==> config.mk <==
export PLATFORM = sky130hd
export DESIGN_NAME = counter_10
export DESIGN_NICKNAME = d
export VERILOG_FILES = /design/src/rtl/counter_10_pkg.sv /design/src/rtl/counter_10_dec.sv /design/src/rtl/counter_10.sv
export SDC_FILE = /design/constraint.sdc
export NUM_CORES = 1
export LEC_CHECK = 0
export BUFFER_PORTS_ARGS = -buffer_cell sky130_fd_sc_hd__buf_2
export CORE_AREA = 2 2 39 41
export CTS_BUF_LIST = sky130_fd_sc_hd__clkbuf_8
export DETAILED_ROUTE_END_ITERATION = 8
export DIE_AREA = 0 0 41 43
export PLACE_DENSITY = 0.52
export SYNTH_ARGS = -nofsm -noshare
export SYNTH_HDL_FRONTEND = slang
export SYNTH_SLANG_ARGS = --single-unit
==> constraint.sdc <==
create_clock -name clk -period 1.8 [get_ports clk]
set_clock_uncertainty 0.1 [all_clocks]
set_input_delay 0 -clock clk [delete_from_list [all_inputs] [get_ports clk]]
set_output_delay 0 -clock clk [all_outputs]
set_load 0.02 [all_outputs]
==> src/rtl/counter_10_pkg.sv <==
// counter_10_pkg: shared constants and types for the single-digit BCD down-counter.
//   CNT_W       : digit width in bits
//   CNT_MAX     : largest legal BCD digit (wrap target)
//   CNT_MIN     : smallest legal BCD digit (terminal value)
//   bcd_digit_t : one BCD digit
//   is_bcd()    : true when a 4-bit value is a legal digit 0-9
package counter_10_pkg;

  localparam int unsigned CNT_W = 4;

  typedef logic [CNT_W-1:0] bcd_digit_t;

  localparam bcd_digit_t CNT_MAX = 4'd9;
  localparam bcd_digit_t CNT_MIN = 4'd0;

  function automatic logic is_bcd(input bcd_digit_t value);
    return (value <= CNT_MAX);
  endfunction

endpackage

==> src/rtl/counter_10_dec.sv <==
// counter_10_dec: combinational BCD decrement with 0->9 wrap.
// Ports:
//   value      : current digit
//   next_value : value-1, or CNT_MAX when value is CNT_MIN
//   borrow     : high when value is CNT_MIN (decrement would wrap)
module counter_10_dec
  import counter_10_pkg::*;
(
  input  bcd_digit_t value,
  output bcd_digit_t next_value,
  output logic       borrow
);

  always_comb begin
    borrow     = (value == CNT_MIN);
    next_value = borrow ? CNT_MAX : bcd_digit_t'(value - 4'd1);
  end

endmodule

==> src/rtl/counter_10.sv <==
// counter_10: single BCD digit down-counter for the timer chain.
// Ports:
//   clk    : clock, rising edge
//   rst    : asynchronous active-high reset, clears count
//   enable : decrement on the next rising edge
//   data   : digit to load
//   loadn  : synchronous active-low load, overrides enable
//   count  : current digit (registered)
//   tc     : borrow out to the next digit's enable (combinational)
//   zero   : count == 0 (combinational)
// Build option COUNTER_10_LOAD_CLAMP_EN: loads of 10-15 store 9; when
// undefined such loads are ignored and the count holds.
module counter_10
  import counter_10_pkg::*;
(
  input  logic             clk,
  input  logic             rst,
  input  logic             enable,
  input  logic [CNT_W-1:0] data,
  input  logic             loadn,
  output logic [CNT_W-1:0] count,
  output logic             tc,
  output logic             zero
);

  bcd_digit_t count_d;
  bcd_digit_t dec_value;
  logic       dec_borrow;

  counter_10_dec u_dec (
    .value      (count),
    .next_value (dec_value),
    .borrow     (dec_borrow)
  );

  // Next-count mux: load (with out-of-range handling) > decrement > hold.
  always_comb begin
    count_d = count;
    if (!loadn) begin
      if (is_bcd(data)) begin
        count_d = data;
      end else begin
`ifdef COUNTER_10_LOAD_CLAMP_EN
        count_d = CNT_MAX;
`else
        count_d = count;
`endif
      end
    end else if (enable) begin
      count_d = dec_value;
    end
  end

  always_ff @(posedge clk or posedge rst) begin
    if (rst) begin
      count <= CNT_MIN;
    end else begin
      count <= count_d;
    end
  end

  // Borrow is only real when a decrement will actually happen this edge.
  always_comb begin
    zero = (count == CNT_MIN);
    tc   = enable & dec_borrow & loadn & ~rst;
  end

endmodule

==> results of run 1 <==
stage by stage:
| stage | utilization | setup WS, ns | power (uW) | hold slack (ns) | area [um^2] |
|---|---|---|---|---|---|
| after global placement | 0.244 | 0.445 | 268 | -0.187 | 338 |
| after global routing | 0.310 | 0.0413 | 509 | 0.0154 | 429 |
| after detailed placement | 0.244 | 0.393 | 268 | -0.187 | 338 |
| after CTS | 0.310 | 0.143 | 480 | 0.00385 | 429 |
| after floorplan | - | 0.264 | 218 | -0.334 | 253 |
| final | 0.310 | 0.123 | 474 | 0.00480 | 429 |
power by group through the flow:
stage / Sequential (uW) / Combinational (uW) / Clock (uW)
finish: 140 / 142 / 192
global route: 145 / 155 / 210
CTS: 140 / 142 / 197
detailed placement: 140 / 128 / 0
global placement: 140 / 128 / 0
floorplan: 160 / 58.5 / 0
what timing repair did:
item,CTS,global route
setup buffers,0,0
endpoints found under the hold margin,8,0
hold buffers,5,0
logic make-up (layout without fill, tap and decap cells):
group,count (synthesis),in the layout,synth area share
buf+inv,1,22,0.0148
mux,2,2,0.0792
xor+xnor,1,1,0.0347
compound gates,7,7,0.218
simple gates,10,10,0.257
flops,4,4,0.396
how the worst max path moves through the flow:
stage / slack [ns] / startpoint / to / cells after the start
detailed placement: 0.39 / count[0]$_DFFE_PP0P_ / count[3]$_DFFE_PP0P_ / 3
finish: 0.12 / data[2] / count[0]$_DFFE_PP0P_ / 6
floorplan: 0.26 / count[0]$_DFFE_PP0P_ / tc / 2
global placement: 0.45 / count[0]$_DFFE_PP0P_ / count[3]$_DFFE_PP0P_ / 3
CTS: 0.14 / data[2] / count[0]$_DFFE_PP0P_ / 6
global route: 0.04 / data[2] / count[0]$_DFFE_PP0P_ / 6
worst max-delay path, delay by kind of cell:
family / cells / cell delay [ns]
buf+inv: 3 / 1.21
mux: 2 / 0.24
compound gates: 1 / 0.22
cell type report:
cell class | instances | area [um^2]
Clock buffer | 3 | 41.3
Fill cell | 158 | 955
Inverter | 1 | 3.75
Multi-Input combinational cell | 20 | 149
Sequential cell | 4 | 100
Tap cell | 16 | 20.0
Timing Repair Buffer | 18 | 115
per-layer routing:
layer	wire, um	GRT usage
met5	0	0
met2	311	0.131
met3	64	0.0628
met4	10	0.0600
met1	309	0.107
cell usage after synthesis (all sizes together):
library cell | n | area [um^2]
xnor2 | 1 | 8.76
nand3b | 1 | 7.51
o21ai | 1 | 5.00
nor4 | 2 | 12.5
a221o | 1 | 10.0
o311ai | 1 | 8.76
dfrtp | 4 | 100
inv | 1 | 3.75
nand2 | 1 | 3.75
o211a | 1 | 10.0
or3 | 2 | 13.8
o211ai | 1 | 7.51
a31oi | 1 | 6.26
o21a | 1 | 7.51
nand4bb | 1 | 16.3
nor2 | 3 | 11.3
mux2i | 2 | 20.0
==> results.tsv, run 1 <==
stage	metric	value	unit
sta	fmax	0.596	GHz
critical_path	cp-start-kind	primary input	
clocking	clk_path_buf_depth	2	
worst_hold_path	hold_path_class	primary input to flip-flop	
die	coreArea	1380	um^2
layout	layout_commonest_cell	buf_2	
power	netSwitchingFraction	0.320	
sta	timing.slew.headroom	0.820	
critical_path	rr_endpoint	count[0]$_DFFE_PP0P_	
synth	synth_cell_types	18	
synth	syn_area	253	um^2
critical_path	crit_arrival	1.68	ns
global_routing	antenna_found_initial	0	
layout	largest_reg_flops	4	
clocking	clock_sink_count	4	
synth	synth_fp_nets	33	
outcome	outcome	complete, no violations	
clocking	insertion_delay	0.22	ns
layout	largest-register	count	
global_routing	grt_pass1_wl	1.09	mm
synth	postSynthCellCount	25	
layout	stdcell_count	62	
layout	layout-drive-gt1-share	0.391	
global_routing	track_usage	0.0966	
worst_hold_path	holdPathEnd	count[3]$_DFFE_PP0P_	
die	initial_core_util	0.183	
clocking	cts_resized	0	
global_routing	grt_pass1_vias	265	
clocking	tritoncts	yes	
routing	drt-initial-drc-count	1	
die	dieHeight	43	um
power	p_sw	151	uW
layout	area_delta_synth_final	69.8	%
routing	drc	0	
power	irDropWorstVdd	0.000472	V
power	power_density	1100	nW/um^2
place	io_buffers	13	
power	seqPwrFrac	0.296	
worst_hold_path	hold_depth	3	
layout	largestRegisters	count (4)	
die	die_w	41	um
critical_path	r2r_setup_slack	0.32	ns
clocking	root_buffer	clkbuf_8	
place	gp_congestion	0.738	
power	p_comb_frac	0.299	
sta	rsz0062_at_grt	no	
clocking	cts_buffers	3	
sta	setup_violations	0	
global_routing	grt_max_degree	9	
routing	wl	696	um
critical_path	crit_required	1.80	ns
synth	postSynthAreaPerCell	10.1	um^2
routing	firstDrtPassIters	4	
synth	ys_ff_latch	4	
die	die_area	1760	um^2
routing	viasPerCell	4.76	
routing	wl_per_cell	11.2	um
critical_path	worstPathMaxFanout	3	
sta	worst_pin_slew	0.267	ns
synth	ys_seq_area_frac	0.396	
layout	final_cell_mix	13 x buf_2, 5 x dlygate4sd3_1, 4 x dfrtp_1	
sta	period_share	0.932	
critical_path	r2r-start	count[0]$_DFFE_PP0P_	
sta	hold_viol	0	
run	maxCapViolCount	0	
critical_path	cp_cell_sequence	dlygate4sd3_1 -> buf_2 -> o21a_1 -> mux2i_1 -> mux2i_1 -> dlygate4sd3_1	
power	clock_power_share	0.405	
critical_path	timing.critical_path.slowest_cell_delay	0.55	ns
clocking	htree_levels	1	
sta	slew_viol_final	0	
routing	ant_nets	0	
power	p_leak	0.000204	uW
routing	via_count	295	
global_routing	grt.overflow.total	0	
critical_path	worst_setup_path_end_kind	flip-flop	
critical_path	crit_type	primary input to flip-flop	
synth	ys.warnings.count	0	
power	intPower	322	uW
layout	antennaDiodeCount	0	
die	top_level_ports	14	
layout	nNetsFinal	56	
critical_path	slowest_stage	dlygate4sd3_1	
sta	setup_tns	0	ns
place	dp_cells	54	
die	rows	14	
worst_hold_path	min_from	data[3]	
clocking	cts.clk_slew.worst_paths	0.03	ns
critical_path	rr_worst_depth	3	
sta	min_period	1.68	ns
Note: power is estimated with default switching activity, not from simulation.
==> inputs of run 2 (changes only) <==
CTS_BUF_LIST = sky130_fd_sc_hd__clkbuf_4 sky130_fd_sc_hd__clkbuf_8 sky130_fd_sc_hd__clkbuf_16   (was sky130_fd_sc_hd__clkbuf_8)
==> run 2 against run 1 <==
Power shrank 16%; count of clock-buffer cells in the layout is the same; non-clock buffer count grew 1; clock power shrank 39%; cell count grew 1.6%; sequential power is essentially flat; sequential share of layout area grew 0.49 points; maximum frequency grew 1.3%; worst hold slack gained 0.052 ns; utilization shrank 0.63 points; die area is the same; via count grew 3.7%.
==> results.tsv, run 2 (synthesis gave the netlist of run 1 again) <==
stage	metric	value	unit	change
outcome	outcome	complete, no violations		
critical_path	crit_required	1.82	ns	+0.02 ns
clocking	cts_buffers	3		unchanged
die	rows	14		unchanged
die	dieHeight	43	um	unchanged
clocking	tritoncts	yes		
critical_path	crit_type	primary input to flip-flop		
routing	drt-initial-drc-count	6		+5
power	netSwitchingFraction	0.361		+0.0413
power	irDropWorstVdd	0.000386	V	-18%
clocking	clock_sink_count	4		unchanged
critical_path	timing.critical_path.slowest_cell_delay	0.55	ns	about the same
place	gp_congestion	0.738		unchanged
clocking	htree_levels	1		unchanged
critical_path	worst_setup_path_end_kind	flip-flop		
sta	setup_violations	0		unchanged
sta	setup_tns	0	ns	unchanged
run	maxCapViolCount	0		unchanged
clocking	clk_path_buf_depth	2		unchanged
critical_path	cp-start-kind	primary input		
sta	hold_viol	0		unchanged
layout	nNetsFinal	57		+1.8%
layout	largest_reg_flops	4		unchanged
routing	firstDrtPassIters	4		unchanged
sta	slew_viol_final	0		unchanged
critical_path	cp_cell_sequence	dlygate4sd3_1 -> buf_2 -> o21a_1 -> mux2i_1 -> mux2i_1 -> dlygate4sd3_1		
sta	timing.slew.headroom	0.820		about the same
die	die_w	41	um	unchanged
sta	worst_pin_slew	0.267	ns	-0.00000238 ns
routing	viasPerCell	4.86		+2.1%
routing	drc	0		unchanged
power	p_sw	144	uW	-4.6%
critical_path	crit_arrival	1.68	ns	about the same
layout	fillCellCount	161		+1.9%
sta	fmax	0.604	GHz	+1.3%
power	p_comb_frac	0.358		+0.059
routing	ant_nets	0		unchanged
routing	wl_per_cell	11.2	um	-0.46%
global_routing	grt_max_degree	9		unchanged
sta	period_share	0.920		-0.0116
global_routing	grt_pass1_wl	1.12	mm	+3.1%
layout	fin_util	0.304		-0.00633
layout	final_cell_mix	13 x buf_2, 6 x dlygate4sd3_1, 4 x dfrtp_1		
clocking	cts.clk_slew.worst_paths	0.04	ns	about the same
power	seqPwrFrac	0.350		+0.054
die	die_area	1760	um^2	unchanged
power	intPower	256	uW	-21%
global_routing	grt.overflow.total	0		unchanged
layout	area_delta_synth_final	66.3	%	
power	p_leak	0.000200	uW	-1.8%
clocking	postCtsSetupRepairBufs	0		unchanged
routing	wl	704	um	+1.1%
critical_path	worstPathMaxFanout	3		unchanged
die	top_level_ports	14		unchanged
global_routing	antenna_found_initial	0		unchanged
sta	rsz0062_at_grt	no		
die	coreArea	1380	um^2	unchanged
global_routing	grt_pass1_vias	282		+6.4%
worst_hold_path	hold_path_class	primary input to flip-flop		
power	clock_power_share	0.292		-0.113
place	io_buffers	13		unchanged
layout	layout_commonest_cell	buf_2		
die	initial_core_util	0.183		unchanged
critical_path	slowest_stage	dlygate4sd3_1		
clocking	root_buffer	clkbuf_4		
layout	largest-register	count		
layout	largestRegisters	count (4)		
power	power_density	952	nW/um^2	-14%
clocking	insertion_delay	0.24	ns	+0.02 ns
routing	via_count	306		+3.7%
sta	min_period	1.66	ns	-0.0208 ns
layout	layout-drive-gt1-share	0.383		-0.00833
global_routing	track_usage	0.0976		+0.00101
layout	antennaDiodeCount	0		unchanged
==> run 2: layer usage <==
| layer | part of all wire | wire, um | up-vias | global-route usage |
|---|---|---|---|---|
| met5 | 0 | 0 | - | 0 |
| met1 | 0.45 | 315 | 144 | 0.110 |
| met2 | 0.44 | 311 | 14 | 0.141 |
| met3 | 0.087 | 61 | 2 | 0.0471 |
| li1 | - | - | 146 | - |
| met4 | 0.021 | 15 | 0 | 0.0600 |
==> run 2: timing repair <==
item                      4_1_cts  5_1_grt
hold endpoints to repair        8        0
gates resized for setup         0        0
hold buffers                    6        0
==> run 2: power by group through the flow <==
stage / registers (uW) / clock network [uW] / logic [uW]
after floorplan: 160 / 0 / 58.5
after global placement: 140 / 0 / 128
after detailed placement: 140 / 0 / 128
after CTS: 140 / 122 / 144
after global routing: 145 / 132 / 157
final: 140 / 117 / 143
==> run 2: path summary, 6_finish.rpt <==
path                                      start                    to  cells past startpoint  slack (ns)
max                                     data[2]  count[0]$_DFFE_PP0P_                      6        0.14
min                                      enable  count[1]$_DFFE_PP0P_                      3        0.06
max reg2reg                count[0]$_DFFE_PP0P_  count[0]$_DFFE_PP0P_                      3        0.32
min reg2reg                count[1]$_DFFE_PP0P_  count[1]$_DFFE_PP0P_                      1        0.49
max in group asynchronous                   rst  count[1]$_DFFE_PP0P_                      3        1.35
min in group asynchronous                   rst  count[3]$_DFFE_PP0P_                      3        0.09
==> run 2: metrics by stage <==
stage / hold slack (ns) / instances / power [uW] / setup WS (ns) / area (um^2)
6_report: 0.0566 / 63 / 400 / 0.144 / 420
5_1_grt: 0.112 / 63 / 433 / 0.0607 / 420
4_1_cts: 0.0546 / 63 / 406 / 0.167 / 420
3_5_place_dp: -0.187 / 54 / 268 / 0.393 / 338
3_3_place_gp: -0.187 / 54 / 268 / 0.445 / 338
2_1_floorplan: -0.334 / 25 / 218 / 0.264 / 253
==> run 2: layout make-up <==
type	instances	area, um^2	share of cell area
multi-input cells	20	149	0.354
repair buffers	19	125	0.298
flip-flops and latches	4	100	0.238
clock buffers	3	22.5	0.0536
well taps	16	20.0	0.0476
inverters	1	3.75	0.00893
==> run 2: worst max-delay path, delay by kind of cell <==
| family | cells | cell delay [ns] |
|---|---|---|
| muxes | 2 | 0.24 |
| AOI/OAI and AO/OA | 1 | 0.22 |
| buffers and inverters | 3 | 1.21 |
